`src/rtl/sysx_slave_port_if.sv`:
```
// sysx_slave_port_if: sysX bus lanes plus the local TX/RX word handshakes and error flags
interface sysx_slave_port_if;
    logic        iBusClock;
    logic [1:0]  iBusSelect;
    logic [7:0]  iBusMOSI;
    logic [7:0]  oBusMISO;
    logic        oBusDrive;
    logic        oBusInterrupt;
    logic [31:0] iTxData;
    logic        iTxValid;
    logic        oTxReady;
    logic [31:0] oRxData;
    logic        oRxValid;
    logic        iRxReady;
    logic        oTxUnderrun;
    logic        oRxOverrun;
    logic        iClearFlags;

    modport master (
        output iBusClock, iBusSelect, iBusMOSI, iTxData, iTxValid, iRxReady, iClearFlags,
        input  oBusMISO, oBusDrive, oBusInterrupt, oTxReady, oRxData, oRxValid, oTxUnderrun, oRxOverrun
    );

    modport slave (
        input  iBusClock, iBusSelect, iBusMOSI, iTxData, iTxValid, iRxReady, iClearFlags,
        output oBusMISO, oBusDrive, oBusInterrupt, oTxReady, oRxData, oRxValid, oTxUnderrun, oRxOverrun
    );
endinterface

```
`src/rtl/sysx_slave_port.sv`:
```
// sysx_slave_port: sysX slave moving 32-bit words over an 8-bit lane; SYSX_SLAVE_IRQ_EN enables oBusInterrupt
module sysx_slave_port #(
    parameter logic [1:0] pSelect      = 2'h1,
    parameter int         pDepth       = 4,
    parameter int         pIdleTimeout = 64
) (
    input logic              iClkA,
    input logic              iReset,
    sysx_slave_port_if.slave bus
);
    localparam int AW = $clog2(pDepth);
    localparam int TW = $clog2(pIdleTimeout + 1);
    localparam logic [2:0] IDLE = 3'd0, LOAD = 3'd1, B0 = 3'd2, B1 = 3'd3, B2 = 3'd4, B3 = 3'd5, STORE = 3'd7;

    logic [1:0]    clk_s;
    logic          clk_prev;
    logic [1:0]    sel_m, sel_s;
    logic [7:0]    mosi_m, mosi_s;
    logic [2:0]    phase;
    logic [TW-1:0] idle_cnt;
    logic [31:0]   rx_shift, tx_shift;
    logic [7:0]    miso;
    logic          tx_underrun, rx_overrun;
    logic [31:0]   tx_mem [pDepth];
    logic [31:0]   rx_mem [pDepth];
    logic [AW-1:0] tx_wr, tx_rd, rx_wr, rx_rd;
    logic [AW:0]   tx_cnt, rx_cnt;

    wire selected  = sel_s == pSelect;
    wire fall      = clk_prev & ~clk_s[1] & selected;
    wire [2:0] next_phase = (phase == STORE) ? LOAD : phase + 3'd1;
    wire load      = fall && next_phase == LOAD;
    wire store     = fall && next_phase == STORE;
    wire timeout   = phase != IDLE && idle_cnt == TW'(pIdleTimeout - 1);
    wire tx_full   = tx_cnt == (AW+1)'(pDepth);
    wire tx_empty  = tx_cnt == '0;
    wire rx_full   = rx_cnt == (AW+1)'(pDepth);
    wire rx_empty  = rx_cnt == '0;
    wire tx_push   = bus.iTxValid & ~tx_full;
    wire tx_pop    = load & ~tx_empty;
    wire rx_push   = store & ~rx_full;
    wire rx_pop    = ~rx_empty & bus.iRxReady;
    wire [7:0] tx_byte = phase == LOAD ? tx_shift[7:0]   :
                         phase == B0   ? tx_shift[15:8]  :
                         phase == B1   ? tx_shift[23:16] :
                         phase == B2   ? tx_shift[31:24] : 8'hFF;

    // Bring the bus clock, select and MOSI lane into iClkA with matching two-flop latency
    always_ff @(posedge iClkA or posedge iReset) begin
        if (iReset) begin
            clk_s    <= 2'b11;
            clk_prev <= 1'b1;
            sel_m    <= ~pSelect;
            sel_s    <= ~pSelect;
            mosi_m   <= '0;
            mosi_s   <= '0;
        end else begin
            clk_s    <= {clk_s[0], bus.iBusClock};
            clk_prev <= clk_s[1];
            sel_m    <= bus.iBusSelect;
            sel_s    <= sel_m;
            mosi_m   <= bus.iBusMOSI;
            mosi_s   <= mosi_m;
        end
    end

    // Frame phase advances on each selected fall; deselect or a stalled bus clock drops back to Idle
    always_ff @(posedge iClkA or posedge iReset) begin
        if (iReset) begin
            phase    <= IDLE;
            idle_cnt <= '0;
        end else if (!selected) begin
            phase    <= IDLE;
            idle_cnt <= '0;
        end else if (fall) begin
            phase    <= next_phase;
            idle_cnt <= '0;
        end else if (timeout) begin
            phase    <= IDLE;
            idle_cnt <= '0;
        end else if (phase != IDLE) begin
            idle_cnt <= idle_cnt + 1'b1;
        end
    end

    // Assemble the RX word byte by byte and load the next TX word at the start of each frame
    always_ff @(posedge iClkA or posedge iReset) begin
        if (iReset) begin
            rx_shift <= '0;
            tx_shift <= '1;
        end else begin
            if (fall && next_phase == B0) rx_shift[7:0]   <= mosi_s;
            if (fall && next_phase == B1) rx_shift[15:8]  <= mosi_s;
            if (fall && next_phase == B2) rx_shift[23:16] <= mosi_s;
            if (fall && next_phase == B3) rx_shift[31:24] <= mosi_s;
            if (load) tx_shift <= tx_empty ? 32'hFFFF_FFFF : tx_mem[tx_rd];
        end
    end

    // Register the MISO lane so it only changes from a clean flop
    always_ff @(posedge iClkA or posedge iReset) begin
        if (iReset) miso <= 8'hFF;
        else        miso <= selected ? tx_byte : 8'hFF;
    end

    // Sticky error flags; a new error in the same cycle as a clear keeps the flag set
    always_ff @(posedge iClkA or posedge iReset) begin
        if (iReset) begin
            tx_underrun <= 1'b0;
            rx_overrun  <= 1'b0;
        end else begin
            tx_underrun <= (load & tx_empty) | (tx_underrun & ~bus.iClearFlags);
            rx_overrun  <= (store & rx_full) | (rx_overrun & ~bus.iClearFlags);
        end
    end

    // FIFO pointers and counts; push and pop may coincide, pointers wrap modulo pDepth
    always_ff @(posedge iClkA or posedge iReset) begin
        if (iReset) begin
            tx_wr  <= '0;
            tx_rd  <= '0;
            tx_cnt <= '0;
            rx_wr  <= '0;
            rx_rd  <= '0;
            rx_cnt <= '0;
        end else begin
            tx_wr  <= tx_wr + AW'(tx_push);
            tx_rd  <= tx_rd + AW'(tx_pop);
            tx_cnt <= tx_cnt + (AW+1)'(tx_push) - (AW+1)'(tx_pop);
            rx_wr  <= rx_wr + AW'(rx_push);
            rx_rd  <= rx_rd + AW'(rx_pop);
            rx_cnt <= rx_cnt + (AW+1)'(rx_push) - (AW+1)'(rx_pop);
        end
    end

    // FIFO storage needs no reset; the counts gate every read
    always_ff @(posedge iClkA) begin
        if (tx_push) tx_mem[tx_wr] <= bus.iTxData;
        if (rx_push) rx_mem[rx_wr] <= rx_shift;
    end

`ifdef SYSX_SLAVE_IRQ_EN
    logic irq;

    // Ask the master for service while TX words wait or an RX word was lost
    always_ff @(posedge iClkA or posedge iReset) begin
        if (iReset) irq <= 1'b0;
        else        irq <= ~tx_empty | rx_overrun;
    end

    assign bus.oBusInterrupt = irq;
`else
    assign bus.oBusInterrupt = 1'b0;
`endif

    assign bus.oBusMISO    = miso;
    assign bus.oBusDrive   = selected;
    assign bus.oTxReady    = ~tx_full;
    assign bus.oRxValid    = ~rx_empty;
    assign bus.oRxData     = rx_empty ? 32'h0 : rx_mem[rx_rd];
    assign bus.oTxUnderrun = tx_underrun;
    assign bus.oRxOverrun  = rx_overrun;
endmodule

```
`src/flat_wrapper.sv`:
```
// flat-port wrapper written by rule: the top's interface ports become plain ports
module sysx_slave_port_flat 
#(
    parameter logic [1:0] pSelect      = 2'h1,
    parameter int         pDepth       = 4,
    parameter int         pIdleTimeout = 64
)
  (iClkA, iReset, bus_iBusClock, bus_iBusSelect, bus_iBusMOSI, bus_iTxData, bus_iTxValid, bus_iRxReady, bus_iClearFlags, bus_oBusMISO, bus_oBusDrive, bus_oBusInterrupt, bus_oTxReady, bus_oRxData, bus_oRxValid, bus_oTxUnderrun, bus_oRxOverrun);
  sysx_slave_port_if bus_i ();
  input logic iClkA;
  input logic iReset;
  input wire logic [$bits(bus_i.iBusClock)-1:0] bus_iBusClock;
  input wire logic [$bits(bus_i.iBusSelect)-1:0] bus_iBusSelect;
  input wire logic [$bits(bus_i.iBusMOSI)-1:0] bus_iBusMOSI;
  input wire logic [$bits(bus_i.iTxData)-1:0] bus_iTxData;
  input wire logic [$bits(bus_i.iTxValid)-1:0] bus_iTxValid;
  input wire logic [$bits(bus_i.iRxReady)-1:0] bus_iRxReady;
  input wire logic [$bits(bus_i.iClearFlags)-1:0] bus_iClearFlags;
  output wire logic [$bits(bus_i.oBusMISO)-1:0] bus_oBusMISO;
  output wire logic [$bits(bus_i.oBusDrive)-1:0] bus_oBusDrive;
  output wire logic [$bits(bus_i.oBusInterrupt)-1:0] bus_oBusInterrupt;
  output wire logic [$bits(bus_i.oTxReady)-1:0] bus_oTxReady;
  output wire logic [$bits(bus_i.oRxData)-1:0] bus_oRxData;
  output wire logic [$bits(bus_i.oRxValid)-1:0] bus_oRxValid;
  output wire logic [$bits(bus_i.oTxUnderrun)-1:0] bus_oTxUnderrun;
  output wire logic [$bits(bus_i.oRxOverrun)-1:0] bus_oRxOverrun;
  assign bus_i.iBusClock = bus_iBusClock;
  assign bus_i.iBusSelect = bus_iBusSelect;
  assign bus_i.iBusMOSI = bus_iBusMOSI;
  assign bus_i.iTxData = bus_iTxData;
  assign bus_i.iTxValid = bus_iTxValid;
  assign bus_i.iRxReady = bus_iRxReady;
  assign bus_i.iClearFlags = bus_iClearFlags;
  assign bus_oBusMISO = bus_i.oBusMISO;
  assign bus_oBusDrive = bus_i.oBusDrive;
  assign bus_oBusInterrupt = bus_i.oBusInterrupt;
  assign bus_oTxReady = bus_i.oTxReady;
  assign bus_oRxData = bus_i.oRxData;
  assign bus_oRxValid = bus_i.oRxValid;
  assign bus_oTxUnderrun = bus_i.oTxUnderrun;
  assign bus_oRxOverrun = bus_i.oRxOverrun;
  sysx_slave_port #(.pSelect(pSelect), .pDepth(pDepth), .pIdleTimeout(pIdleTimeout)) u_core (.iClkA(iClkA), .iReset(iReset), .bus(bus_i));
endmodule
```
`config.mk`:
```
export PLATFORM = sky130hd
export DESIGN_NAME = sysx_slave_port_flat
export DESIGN_NICKNAME = d
export VERILOG_FILES = /design/src/rtl/sysx_slave_port_if.sv /design/src/rtl/sysx_slave_port.sv /design/src/flat_wrapper.sv
export SDC_FILE = /design/constraint.sdc
export NUM_CORES = 1
export LEC_CHECK = 0
export ABC_AREA = 1
export BUFFER_PORTS_ARGS = -buffer_cell sky130_fd_sc_hd__buf_2
export CAP_MARGIN = 25
export CORE_UTILIZATION = 45
export CTS_BUF_LIST = sky130_fd_sc_hd__clkbuf_8
export CTS_CLUSTER_DIAMETER = 40
export DETAILED_ROUTE_END_ITERATION = 10
export GPL_TIMING_DRIVEN = 0
export SYNTH_ARGS = -nofsm -noshare
export SYNTH_HDL_FRONTEND = slang
export SYNTH_SLANG_ARGS = --single-unit
```
`constraint.sdc`:
```
create_clock -name iClkA -period 3.8 [get_ports iClkA]
set_input_delay 0.76 -clock iClkA [delete_from_list [all_inputs] [get_ports iClkA]]
set_output_delay 0.76 -clock iClkA [all_outputs]
set_load 0.005 [all_outputs]
```
# Yosys cells after proc, flatten, opt, wreduce, memory -nomap -nowiden
# Memories as Yosys holds them, arrays and structs flattened.
# Cells that the tools add are included.
word_totals:
  in_bits: 48
  mem_bits_rw: 256
  output_inout_bits: 46
  n_memories: 2
  wordCells: 98
  reg_bits: 121
mem_list:
  columns: ["name", "words", "word_bits", "read_ports", "rd_clocked_by_memory_dff", "write_ports", "line_no", "text"]
  rows:
  - ["u_core.rx_mem", 4, 32, 1, 0, 1, "sysx_slave_port.sv:25", "logic [31:0] rx_mem [pDepth];"]
  - ["u_core.tx_mem", 4, 32, 1, 0, 1, "sysx_slave_port.sv:24", "logic [31:0] tx_mem [pDepth];"]
op_classes:
  muxes: 19
  bitwise_logic: 18
  n_reduce_logical: 10
  n_eq_ne: 17
  n_addsub: 10
ops:
  columns: ["cell", "n"]
  rows:
  - ["$mux 32", 2]
  - ["$mux 8", 5]
  - ["$mux 7", 4]
  - ["$eq 3x3->1 const B", 7]
  - ["$eq 3x2->1 const B", 4]
  - ["$mux 3", 4]
  - ["$and 1x1->1", 10]
  - ["$add 2x1->2", 4]
  - ["$add 7x1->7 const B", 1]
  - ["$eq 7x6->1 const B", 1]
  - ["$logic_and 1x1->1", 7]
  - ["$add 3x1->3", 2]
  - ["$eq 3x1->1 const B", 2]
  - ["$logic_not 3->1", 2]
  - ["$not 1->1", 6]
  - ["$sub 3x1->3", 2]
  - ["$mux 1", 4]
  - ["$ne 4x4->1 const B", 1]
  - ["$add 3x1->3 const B", 1]
  - ["$ne 3x3->1 const B", 1]
  - ["$reduce_bool 3->1", 1]
  - ["$eq 2x1->1 const B", 1]
  - ["$or 1x1->1", 2]

# Depth between registers and ports, before layout
# Gate-level depths: netlist of run 1.
logic_depth:
  depth_word: 7
  depth_mapped: 12
  depth_no_buf: 11

# Worst setup path before layout of run 1
# Ideal clock, no wire load.
synth_path:
  path_type: "input -> register"
  start: "input port bus_iTxValid"
  end: "memory u_core.tx_mem[0][0], enable pin"
  path_stages: 2
  t_arrival_ps: 3070
  required_ps: 3339
  setup_time_ps: 461
  path_slack_ps: 269
  path_buffers: 0
  cell_sequence: "nand2_1 > nor3_1"
synth_between:
  elab_chain_len: 3
synth_lines:
  columns: ["item", "line_no", "text"]
  rows:
  - ["start, declared", "flat_wrapper.sv:16", "input wire logic [$bits(bus_i.iTxValid)-1:0] bus_iTxValid;"]
  - ["$and 1x1->1", "sysx_slave_port.sv:39", "wire tx_push = bus.iTxValid & ~tx_full;"]
  - ["$mux 1", "sysx_slave_port.sv:138", "if (tx_push) tx_mem[tx_wr] <= bus.iTxData;"]
  - ["$mux 1 (not written as such)", "sysx_slave_port.sv:138", null]
  - ["end, declared", "sysx_slave_port.sv:24", null]
# Every way passes these cells.

# Worst setup path after layout of run 1
layout_path:
  start: "register u_core.rx_cnt[2]"
  end: "output port bus_oRxData[17]"
layout_between:
  elab_chain_len: 2
layout_lines:
  columns: ["item", "line_no", "text"]
  rows:
  - ["start, declared", "sysx_slave_port.sv:27", "logic [AW:0] tx_cnt, rx_cnt;"]
  - ["start signal, assigned", "sysx_slave_port.sv:132", "rx_cnt <= rx_cnt + (AW+1)'(rx_push) - (AW+1)'(rx_pop);"]
  - ["$logic_not 3->1", "sysx_slave_port.sv:38", "wire rx_empty = rx_cnt == '0;"]
  - ["$mux 32", "sysx_slave_port.sv:160", "assign bus.oRxData = rx_empty ? 32'h0 : rx_mem[rx_rd];"]
  - ["end, declared", "flat_wrapper.sv:23", "output wire logic [$bits(bus_i.oRxData)-1:0] bus_oRxData;"]
# Every way passes these cells.

==> results of run 1 <==
[state kept, by name, summed over array words and instances, names as in the netlist]
register,count
u_core.clk_s,2
u_core.mosi_s,8
u_core.rx_rd,2
u_core.bus.oRxOverrun,1
u_core.tx_wr,2
u_core.mosi_m,8
u_core.rx_shift,32
u_core.rx_cnt,3
u_core.bus.oBusMISO,8
u_core.bus.oTxUnderrun,1
u_core.tx_rd,2
u_core.tx_cnt,3
u_core.sel_s,2
u_core.tx_shift,32
u_core.clk_prev,1
u_core.rx_wr,2
u_core.tx_mem,128
u_core.rx_mem,128
u_core.sel_m,2
u_core.phase,3
u_core.idle_cnt,7
[cell usage after synthesis, types with 3 or more instances]
cell                       number  share of area [%]
sky130_fd_sc_hd__edfxtp_1     256                 52
sky130_fd_sc_hd__nand2_1      235                6.0
sky130_fd_sc_hd__nor2_1       153                3.9
sky130_fd_sc_hd__o21ai_0       82                2.8
sky130_fd_sc_hd__nand3_1       81                2.7
sky130_fd_sc_hd__dfrtp_1       76                 13
sky130_fd_sc_hd__o21ai_1       58                2.0
sky130_fd_sc_hd__inv_1         54                1.4
sky130_fd_sc_hd__dfstp_2       45                8.0
sky130_fd_sc_hd__a21oi_1       36                1.2
sky130_fd_sc_hd__buf_2         30                1.0
sky130_fd_sc_hd__clkbuf_1      27               0.68
sky130_fd_sc_hd__a21boi_0      24                1.2
sky130_fd_sc_hd__ha_1          15                1.3
sky130_fd_sc_hd__a22oi_1        8               0.41
sky130_fd_sc_hd__o21bai_1       8               0.41
sky130_fd_sc_hd__xor2_1         6               0.35
sky130_fd_sc_hd__nand3_2        4               0.27
sky130_fd_sc_hd__nand4_1        4               0.17
sky130_fd_sc_hd__nor3_1         4               0.14
sky130_fd_sc_hd__o22ai_1        4               0.17
sky130_fd_sc_hd__inv_2          3              0.076
sky130_fd_sc_hd__xnor2_1        3               0.18
[worst max-delay path, delay by kind of cell (launching register included)]
family	cells	cell delay, ns
AO/OA/AOI/OAI	1	0.18
buffers and inverters	2	0.70
flip-flops	1	0.44
AND/OR/NAND/NOR	1	0.57
[worst paths after layout]
path	cells past startpoint	to	slack, ns
setup / recovery	4	bus_oRxData[17]	0.55
hold / removal	2	u_core.rx_shift[25]	0.21
setup reg to reg	10	u_core.tx_cnt[2]	0.80
hold reg to reg	0	u_core.sel_s[0]	0.35
max in group asynchronous	4	u_core.tx_shift[24]	2.70
min in group iClkA	1	u_core.mosi_m[4]	0.26
[report_power, final]
part	total (mW)	internal [mW]	switching, mW
clock	3.32	1.78	1.54
combinational	3.39	1.15	2.25
sequential	5.30	5.07	0.224
[cell families after synthesis]
| group | synth area share (%) |
|---|---|
| and+or+nand+nor | 13.6 |
| AOI/OAI and AO/OA | 8.24 |
| xor gates and xnor gates | 0.532 |
| other | 0.0253 |
| DFF | 72.8 |
| buffers and inverters | 3.35 |
| adders and majority gates | 1.54 |
[layout make-up]
| class | instances | area [um^2] |
|---|---|---|
| tap | 442 | 553 |
| clock inverter | 46 | 262 |
| timing repair buffer | 111 | 754 |
| buffer | 61 | 278 |
| clock buffer | 68 | 936 |
| sequential | 377 | 10800 |
| inverter | 58 | 221 |
| fill | 2807 | 15100 |
| multi-input combinational | 736 | 3590 |
[routing by layer]
layer / wire [um] / global-route usage (%) / up-vias
li1: - / - / 4614
met1: 14200 / 25.5 / 4527
met2: 16400 / 35.6 / 217
met3: 1460 / 3.42 / 82
met4: 1040 / 7.60 / 0
met5: 0 / 0 / -
[per-stage QoR]
step / cells / cell area (um^2) / total power [mW] / utilization, % / hold WS, ns
6_report: 1899 / 17400 / 12.0 / 53.5 / 0.214
5_1_grt: 1899 / 17400 / 12.8 / 53.5 / 0.219
4_1_cts: 1899 / 17400 / 12.1 / 53.5 / 0.209
3_5_place_dp: 1785 / 16200 / 8.80 / 49.8 / 0.336
3_3_place_gp: 1766 / 15800 / 8.67 / 48.8 / 0.334
2_1_floorplan: 1232 / 14800 / 7.41 / - / 0.331
==> results, run 1 <==
- The number of sinks handled by clock tree synthesis is ~380.
- The power per standard cell area is between 600 and 700 mW/mm^2.
- The number of gates given a new drive strength after cts is 0.
- The start-to-end type of the worst setup path is reg -> out.
- The number of input and output port buffers inserted is 92.
- The clock tree from TritonCTS is done.
- During synthesis, Yosys emitted a total of 0 warnings.
- In this run, CTS created clock tree buffers numbering 61.
- Counting along the longest clock path gives a buffer depth of 3.
- From left edge to right edge, the die measures approximately 180 um.
- Yosys mapped the design onto 35 distinct sky130hd cell types.
- The flow ran to the end, and the final reports show no timing, DRC or antenna violations.
- The final hold violation count is 0.
- The number of DRC violations after detailed-routing iteration 0 is between 400 and 500.
- The remaining routing DRC violations is 0.
- Setup repair after global routing left no endpoint under its margin.
- Setup total negative slack on the finished layout was measured at 0 ns.
- The number of setup buffers added after CTS is 0.
- Setup violations remaining at the end of the flow were counted as 0.
- The worst clock skew on the final layout is 0.0399 ns.
- The overall via count from detail_route is roughly 9,400.
- The wire length of the first global-routing pass is 52.4 mm.
- The area of the mapped netlist is about 0.015 mm^2.
- The die is 183 um tall.
- The worst setup slack before clock tree synthesis is slightly below 0.8 ns.
- The type of element capturing the critical path is an output pin.
- In this run the static leakage power is 6.84 nW.
- Row generation in the floorplan step produced 66 rows.
- Entering global routing, the biggest net connects slightly above 40 pins.
- The most frequent standard cell in the layout excluding fill and tap cells is sky130_fd_sc_hd__edfxtp_1.
- The clock transition at the register clock pins on the worst setup and hold paths after CTS is 0.07 ns.
- The fraction of registers with async set/reset is approximately 32%.
- The via count of the first global-routing pass came to roughly 9,600.
- The post-synthesis net count is between 1,000 and 1,500.
- The wire-length estimate of the detail-placed layout is around 22 mm.
- The number of max-cap violations is 0.
- The top cell types in the final layout, fill and taps aside, are sky130_fd_sc_hd__edfxtp_1 (256), sky130_fd_sc_hd__nand2_1 (235), sky130_fd_sc_hd__nor2_1 (149).
- Relative to the synthesized area, the layout overhead comes to 17.3%.
- At the end of routability-driven placement, the weighted congestion stood at approximately 0.82.
- The master of the slowest instance on the critical path is sky130_fd_sc_hd__nor3_2.
- The die covers 0.0336 mm^2.
- Traced cell by cell, the critical path runs through nor3_2 > clkbuf_1 > a21oi_1 > buf_2.
- The antenna diode count is 0.
- Summed over all layers, the routed wires come to 33.1 mm.
- In the routed layout, each cell is associated on average with a via count of 4.97.
- The initial antenna violation count is 0.
- The number of enable flip-flop cells after synthesis is about 260.
- The share of post-route cells with drive strength above 1 is 19.9%.
- In the final design database the tool counted 1,471 nets.
- The final count of pins violating max slew is 0.
- The share of the clock period used by the worst path after layout is 85.6%.
- Measured against its own limit, the worst slew margin works out to between 40 and 50%.
- The start point of the critical path is u_core.rx_cnt[2].
- Once the floorplan was initialized, standard cells occupied 45.6% of the core.
- For this design the top-level I/O count stands at 94.
- The data required time of the critical path is slightly above 3 ns.
- The gate count of the mapped netlist is 1,232.
- The tree is rooted in a sky130_fd_sc_hd__clkbuf_8.
- After layout, the minimum clock period comes to approximately 3.3 ns.
- The critical path launch point type is a register.
- The worst voltage drop across the vdd grid is between 400 and 500 uV.
- In this run the remaining antenna-violating nets after routing total 0.
- At the later pin of the worst-skew pair, clock insertion delay measures about 0.6 ns.
- The total iterations of the first detailed-routing run is 5.
- The maximum cell stage delay along the critical path is between 0.5 and 0.6 ns.
- The most used flip-flop cell after synthesis is sky130_fd_sc_hd__edfxtp_1.
- The H-tree depth is 2.
- Setup slack closes at 0.548 ns.
- Global routing finished with a remaining overflow of 0.
- The arrival time at the worst endpoint is roughly 2.5 ns.
- The flip-flop and latch count after synthesis is between 300 and 400.
- The top fanout value on the critical path is 10.
- A synthesized cell averages about 12 um^2.
- The slew of the pin with the lowest slew margin is roughly 0.79 ns.
- The wire length per cell is roughly 17 um.
- The tightest min-delay check is of the in -> async type.
- Static timing analysis puts the maximum clock frequency at 307 MHz.
- For this run, the total global-route usage over all layers was measured as slightly above 20%.
- The post-cts hold buffer count is 0.
- The area of the core region is ~0.032 mm^2.
- In this run the critical register-to-register path is launched from u_core.phase[0].
- Of the synthesized area, sequential elements account for around 73%.
Power figures use the tool's default switching activity.
==> inputs of run 2 (changes only) <==
==> constraint.sdc (replaced) <==
create_clock -name iClkA -period 4.1 [get_ports iClkA]
set_input_delay 0.82 -clock iClkA [delete_from_list [all_inputs] [get_ports iClkA]]
set_output_delay 0.82 -clock iClkA [all_outputs]
set_load 0.005 [all_outputs]
==> run 2 against run 1 <==
First-iteration DRC count rose by 18%. Combinational power fell by 7.7%. Register-to-register slack improved by 0.33 ns. Routed wire length rose by 0.78%.
==> results, run 2 (synthesized netlist as in run 1, its figures left out) <==
- The run finished with clean final reports.
- Port buffering added 92 buffers.
- The first detailed-routing pass took 5 iterations.
- The shortest clock period the worst path allows after layout is between 3 and 4 ns.
- Overall power consumption after layout is estimated at 11.2 mW.
- In the final layout, the registers with the most flip-flops are u_core.rx_mem (128), u_core.tx_mem (128).
- Global routing finished with a remaining overflow of 0.
- The number of antenna diodes in the final layout is 0.
- STA puts the critical path data required time at roughly 3.3 ns.
- The final route contains around 9,600 vias.
- In this run the standard cell core region covers between 0.03 and 0.04 mm^2.
- The final hold violation count is 0.
- Data on the critical path arrives at its endpoint at 2.46 ns.
- For this run, design rule violations remaining after detail routing come to 0.
- The maximum clock frequency is 305 MHz.
- The worst voltage drop across the vdd grid is 344 uV.
- After clock tree synthesis, the setup repair step added 0 buffers.
- The type of element capturing the critical path is an output pin.
- The final count of pins violating max slew is 0.
- The clock passes through at most 3 buffers.
- Fill cells in the final layout number roughly 2,800.
- The cell area after layout is approximately 0.017 mm^2.
- The number of gates resized after CTS was 0.
- The first global-routing pass estimated between 50 and 60 mm of wire.
- The type of the most critical hold path is in -> async.
- Measured along the x axis, the die boundary spans roughly 180 um.
- The buffer cell driving the clock tree root is sky130_fd_sc_hd__clkbuf_8.
- The global routing usage on met2 is between 30% and 40%.
- Setup repair after global routing left no endpoint under its margin.
- The clock latency of the later-clocked register in the worst-skew pair is between 0.5 and 0.6 ns.
- In the finished design, the share of the clock period the worst path needs comes to 79.9%.
- In this run the power density over the cells is around 640 mW/mm^2.
- The post-cts hold buffer count is 0.
- Clock tree synthesis found a total of around 380 sinks.
- The floorplan has between 60 and 70 rows.
- TritonCTS built the clock tree.
- In this run, the number of DRC markers left after iteration 0 of detailed routing was 540.
- For this run, global-route usage on met3 was measured as 3.59%.
- The critical path is of the reg -> out type.
- In the final design database the tool counted between 1,000 and 1,500 nets.
- The met1 track demand over resource in global routing is about a quarter.
- Buffers inserted during clock tree synthesis total 66.
- The initial antenna violation count is 0.
- The via-per-instance ratio is between 5 and 6.
- Measured along the y axis, the die boundary spans approximately 180 um.
- For this design the top-level I/O count stands at between 90 and 100.
- In the final layout, the share of cells above drive strength 1 is about a fifth.
- The post-detailed-route count of antenna-violating nets is 0.
- The most frequent standard cell in the layout excluding fill and tap cells is sky130_fd_sc_hd__edfxtp_1.
- The wire length per cell is 17.5 um.
- The die area is 0.0336 mm^2.
- The most used routing layer in global routing is met2.
- The HPWL after detailed placement is ~22 mm.
- The clock tree synthesis step divided the H-tree into 3 levels.
- The final design utilization is between 50% and 60%.
- The routed design has around 33 mm of wire.
- The worst setup slack before clock tree synthesis is approximately 1.1 ns.
- Leaving out fill and tap cells, the most frequent cells in the layout are sky130_fd_sc_hd__edfxtp_1 (256), sky130_fd_sc_hd__nand2_1 (235), sky130_fd_sc_hd__nor2_1 (149).
- The cell leakage power is between 6 and 7 nW.
- The combined global-route utilization of all metal layers is roughly a fifth.
- The via count of the first global-routing pass is 9,694.
- The worst path setup slack after routing is roughly 0.82 ns.
- The total placed instance area is about 0.016 mm^2.
- Between clock sinks in the finished design, the worst skew comes to approximately 0.042 ns.
- The tool flagged a number of max-cap violations equal to 0.
- The maximum number of pins on one net before global-route repair is 81.
- The critical path launch point type is a register.
- Once the floorplan was initialized, standard cells occupied a little under half of the core.
- The worst pin sits at a relative slew slack of ~46%.
- For the pin with the worst max-slew slack, the measured transition is between 0.7 and 0.8 ns.
- The final-report setup violation count is 0.
- The clock transition at the register clock pins on the worst setup and hold paths after CTS is roughly 0.06 ns.
- The area growth from synthesis to layout is 17.2%.
- The final weighted congestion in routability-driven placement is 0.835.
- In this run the worst path has a maximum fanout of 10.
==> run 2: cell count changes in the layout (fill, tap and decap cells not counted), moves of 2 or more <==
cell                         delta
sky130_fd_sc_hd__clkbuf_8       +2
sky130_fd_sc_hd__clkinv_2       +3
sky130_fd_sc_hd__clkinvlp_4     -3
sky130_fd_sc_hd__buf_12         -4
sky130_fd_sc_hd__buf_16         +2
sky130_fd_sc_hd__bufinv_16      -2
sky130_fd_sc_hd__inv_6          +4
sky130_fd_sc_hd__buf_8          -2
==> run 2: report_power, final <==
| part | total, mW | internal, mW | switching, mW | leakage [nW] |
|---|---|---|---|---|
| logic | 3.13 | 1.06 | 2.07 | 2.34 |
| registers | 4.92 | 4.70 | 0.217 | 3.79 |
| clock network | 3.14 | 1.61 | 1.53 | 0.728 |
| total | 11.2 | 7.37 | 3.82 | 6.86 |
==> run 2: critical path, stage by stage, from the launching register on <==
cell	delay (ns)
sky130_fd_sc_hd__dfrtp_1	0.43
sky130_fd_sc_hd__nor3_2	0.58
sky130_fd_sc_hd__clkbuf_1	0.51
sky130_fd_sc_hd__a21oi_1	0.19
sky130_fd_sc_hd__buf_2	0.18
==> run 2: layout make-up <==
class,instances,area (um^2),area share [%]
sequential,377,10800,62.1
tap,442,553,3.19
inverter,58,223,1.28
buffer,61,278,1.60
clock inverter,51,259,1.49
timing repair buffer,109,718,4.14
multi-input combinational,736,3590,20.7
clock buffer,70,963,5.55
==> run 2: path summary, 6_finish.rpt <==
kind	end	from	cells past startpoint	slack, ns
setup / recovery	bus_oRxData[17]	u_core.rx_cnt[2]	4	0.82
hold / removal	u_core.mosi_m[3]	iReset	2	0.26
setup reg to reg	u_core.tx_cnt[2]	u_core.phase[0]	10	1.13
hold reg to reg	u_core.clk_s[1]	u_core.clk_s[0]	0	0.34
max in group asynchronous	u_core.bus.oBusMISO[2]	iReset	3	3.09
min in group iClkA	u_core.clk_s[1]	u_core.clk_s[0]	0	0.34
==> run 2: through the flow <==
stage          hold slack [ns]  TNS, ns  instances
2_1_floorplan            0.331        0       1232
3_3_place_gp             0.335  -311.95       1766
3_5_place_dp             0.337        0       1783
4_1_cts                  0.236        0       1904
5_1_grt                  0.263        0       1904
6_report                 0.257        0       1904
==> run 2: routing by layer <==
| layer | wire [um] | share of wire [%] | up-vias |
|---|---|---|---|
| li1 | - | - | 4621 |
| met1 | 13900 | 42 | 4648 |
| met2 | 17200 | 51 | 254 |
| met3 | 1560 | 4.7 | 66 |
| met4 | 776 | 2.3 | 0 |
| met5 | 0 | 0 | - |
==> inputs of run 3 (changes only) <==
--- a/config.mk
+++ b/config.mk
@@ -5,7 +5,7 @@
 export SDC_FILE = /design/constraint.sdc
 export NUM_CORES = 1
 export LEC_CHECK = 0
-export ABC_AREA = 1
+export ABC_AREA = 0
 export BUFFER_PORTS_ARGS = -buffer_cell sky130_fd_sc_hd__buf_2
 export CAP_MARGIN = 25
 export CORE_UTILIZATION = 45
==> constraint.sdc (replaced) <==
create_clock -name iClkA -period 2.76 [get_ports iClkA]
set_input_delay 0.552 -clock iClkA [delete_from_list [all_inputs] [get_ports iClkA]]
set_output_delay 0.552 -clock iClkA [all_outputs]
set_load 0.005 [all_outputs]
==> run 3 against run 2 <==
Total power rose by 40%. Sequential power rose by 49%. Highest routed layer unchanged. Global-route usage fell by 3.6 points. Utilization rose by 1.3 points.
==> results, run 3 <==
- The share of total power in sequential cells is a little under half.
- The number of standard-cell rows in the floorplan is 65.
- The number of DRC violations after detailed-routing iteration 0 is slightly above 400.
- In this run the cell area of the synthesized design comes to about 0.015 mm^2.
- Of the total power, the clock network draws 30.0%.
- Dividing the detail-routed via count by the number of cells gives just over 5.
- CTS saw approximately 380 sinks.
- Measured on the finished design, the core utilization comes to a little over half.
- The startpoint of the tightest hold check path is bus_iBusMOSI[3].
- Summing all multi-input logic gate instances after layout gives about 0.0036 mm^2.
- The placed wire-length estimate after detailed placement is ~18 mm.
- The slew of the pin with the lowest slew margin is between 0.8 and 0.9 ns.
- The share of synthesized area spent on multiplexers is 14.5%.
- Leaving out filler cells and counting taps, the final layout contains approximately 1,400.
- The x dimension of the die is approximately 180 um.
- The via count of the first global-routing pass is 7,761.
- The main combinational cell family by area after synthesis is multiplexers.
- STA classifies the critical path endpoint as an output pin.
- The fraction of registers with async set/reset is 32.1%.
- The master of the slowest instance on the critical path is sky130_fd_sc_hd__dfrtp_1.
- The setup TNS is 0 ns.
- Setup repair after global routing left no endpoint under its margin.
- The antenna diode count is 0.
- The internal power summed over all cells is 11.3 mW.
- After technology mapping, the gate count stands at between 700 and 800.
- The largest registers in the layout are u_core.rx_mem (128), u_core.tx_mem (128).
- In the final layout, the share of cells above drive strength 1 is approximately two fifths.
- The clock latency of the later-clocked register in the worst-skew pair is a little over 0.6 ns.
- IR analysis of the VDD net gives a maximum drop of 589 uV.
- The design draws around 16 mW.
- The tree is rooted in a sky130_fd_sc_hd__clkbuf_8.
- The final hold violation count was 0.
- In this design, the largest share of critical-path delay is due to buffers and inverters.
- The first global-routing pass estimated between 40 and 50 mm of wire.
- The most used routing layer in global routing is met2.
- For the worst setup path, the data required time is approximately 2.2 ns.
- The synthesized netlist devotes 1.79% of its cell area to compound gates.
- The post-detailed-route count of antenna-violating nets is 0.
- The start-to-end type of the worst setup path is reg -> out.
- The count of placed standard cells including taps is approximately 1,300.
- The maximum number of pins on one net before global-route repair is 43.
- For this run, the top clock speed supported by timing is 377 MHz.
- The wire length per cell is slightly below 20 um.
- The arrival time at the worst endpoint is 2.10 ns.
- Across all hold checks on the routed design, the worst slack comes to ~0.043 ns.
- The share of the yosys chip area belonging to registers is 73.7%.
- Of all nets on the critical path, the largest fanout is 10.
- With fillers left out, the area of the finished cells amounts to 0.0174 mm^2.
- The register area is around 0.011 mm^2.
- The number of max-cap violations is 0.
- In this run the power density over the cells is 900 mW/mm^2.
- For met2 alone, demand over resource in global routing was between 20 and 30%.
- sky130_fd_sc_hd__edfxtp_1 is the most common cell in the netlist.
- The total iterations of the first detailed-routing run is 6.
- The count of warnings emitted by yosys is 0.
- The number of input and output port buffers inserted is 92.
- The number of unique standard cell types used by synthesis is 55.
- For this run, the post-layout net count is 1,037.
- The floorplan step defined a die boundary enclosing approximately 0.033 mm^2.
- Summing the areas of all xor and xnor instances in the mapped netlist gives 0.479% of the synthesized area.
- In the post-synthesis netlist, the biggest area contributors are sky130_fd_sc_hd__edfxtp_1 (53%), sky130_fd_sc_hd__dfrtp_1 (13%), sky130_fd_sc_hd__mux4_2 (9.9%), sky130_fd_sc_hd__dfstp_2 (8.1%), sky130_fd_sc_hd__mux2_2 (2.5%).
- The filler cells instantiated in the layout total 2,540.
- Walking the worst path, the cells encountered are nor3_2 > buf_4 > clkbuf_2 > nor2b_1 > buf_2.
- The critical path launch point type is a register.
- In this design, the stage delay of the slowest critical-path cell is around 0.40 ns.
- The run finished with clean final reports.
- The final count of pins violating max slew is 0.
- The start point of the critical path is u_core.rx_cnt[0].
- The met1 track demand over resource in global routing is between 20 and 25%.
- Global routing used around 17% of the available tracks.
- TritonCTS built the clock tree.
- The worst slew slack as a fraction of its limit is 42.9%.
- The post-synthesis net count is ~850.
- The routed layout has ~7,300 vias.
- Summing the areas of all and, or, nand and nor instances in the mapped netlist gives 5.25% of the synthesized area.
- 94 I/O pins were placed.
- In the layout the commonest cells are sky130_fd_sc_hd__edfxtp_1 (256), sky130_fd_sc_hd__buf_2 (99), sky130_fd_sc_hd__inv_1 (74), sky130_fd_sc_hd__dfrtp_1 (74), sky130_fd_sc_hd__clkbuf_8 (73).
- Sorting the synthesized cells by how often they occur yields sky130_fd_sc_hd__edfxtp_1 (256), sky130_fd_sc_hd__dfrtp_1 (76), sky130_fd_sc_hd__mux4_2 (64).
- At the placement stage, the worst setup path has a slack of -0.372 ns.
- The synthesis-to-layout area growth is 18.9%.
- The mean cell area of the mapped netlist is 18.7 um^2.
- The clock transition at the register clock pins on the worst setup and hold paths after CTS is around 0.060 ns.
- The part of the power in combinational logic is a little under a quarter.
- The share of the clock period used by the worst path after layout is 96.2%.
- The final weighted congestion in routability-driven placement is 0.702.
- The worst register-to-register path begins at u_core.phase[0].
- The type of the most critical hold path is in -> reg.
- The initial antenna violation count is 0.
- Clock tree synthesis inserted a total of 61 buffers.
- The worst path meets setup with between 0.1 and 0.15 ns of slack.
- The library cell with the largest summed area after synthesis is sky130_fd_sc_hd__edfxtp_1.
- Among all flip-flop cells after synthesis, the most frequent one is sky130_fd_sc_hd__edfxtp_1.
- The clock passes through at most 3 buffers.
- Setup violations remaining at the end of the flow were counted as 0.
- In this run the static leakage power is just under 7 nW.
- The shortest clock period the worst path allows after layout is ~2.7 ns.
- The total length of routed wires is 27.4 mm.
- The switching share of power is between 20% and 30%.
- The worst clock skew on the final layout is 0.0284 ns.
- The share of the synthesized area in the top cell type is a little over half.
- The total placed instance area is approximately 0.016 mm^2.
- Leaving out fill and tap cells, the most frequent cell in the layout is sky130_fd_sc_hd__edfxtp_1.
- The met3 track utilization from global routing is 3.25%.
- The analysis attributes to net switching a power of ~4.3 mW.
- The total area inside the core boundary comes to roughly 0.032 mm^2.
- The number of enable flip-flop cells after synthesis is roughly 260.
- Summed over all layers, the global routing overflow is 0.
- The die is roughly 180 um tall.
- Of the total synthesized cell area, the portion taken by full adders, half adders and majority gates is approximately 1.6%.
- The H-tree was split into 2 levels.
- Together, buffers and inverters on the worst path number 3.
- In this run, synthesis produced a sequential element count of between 300 and 400.
- The remaining routing DRC violations is 0.
- The initial core utilization is between 40% and 50%.
==> run 3: final cells by class <==
type                            count  share of cell area, %
Inverter                           53                   1.17
Sequential cell                   377                   62.0
Clock inverter                     42                   1.28
Timing Repair Buffer              128                   5.05
Tap cell                          402                   2.89
Buffer                             32                   1.33
Clock buffer                       73                   5.78
Multi-Input combinational cell    319                   20.5
==> run 3: final timing paths <==
check                                               to  slack [ns]  depth (start not counted)
worst min register to register        u_core.mosi_s[2]        0.32                          0
max in group asynchronous       u_core.bus.oBusMISO[2]        1.33                          5
worst max register to register        u_core.tx_cnt[2]        0.16                         12
worst min-delay path                  u_core.mosi_m[3]        0.04                          1
min in group asynchronous             u_core.mosi_s[2]        0.54                          3
worst max-delay path                    bus_oRxData[8]        0.11                          5
==> run 3: metal layers <==
layer / up-vias / part of all wire (%) / wire length [um]
li1: 3363 / - / -
met1: 3694 / 42 / 11500
met2: 163 / 52 / 14200
met3: 51 / 4.1 / 1120
met4: 0 / 1.9 / 519
met5: - / 0 / 0
==> run 3: power by group through the flow <==
stage                     sequential (mW)  clock, mW  combinational [mW]
after global placement               7.46          0                3.46
after floorplan                      7.35          0                2.48
after global routing                 7.41       5.07                4.02
final                                7.33       4.70                3.62
after CTS                            7.34       4.81                3.70
after detailed placement             7.44          0                3.62
==> run 3: what timing repair did <==
| action | 4_1_cts | 5_1_grt |
|---|---|---|
| endpoints found under the setup margin | 129 | 50 |
| hold buffers | 2 | 2 |
| pin swaps | 5 | 1 |
| buffers inserted | 5 | 8 |
| cloned | 0 | 0 |
| hold endpoints to repair | 22 | 2 |
| resized for setup | 24 | 6 |
==> run 3: cell families (layout without fill, tap and decap cells) <==
family          count (synthesis)  after routing
simple gates                  130            130
other cells                     1              1
mux                           128            128
flops                         377            377
buf+inv                        86            328
fa+ha+maj                      17             17
xor+xnor                        8              8
compound gates                 35             35
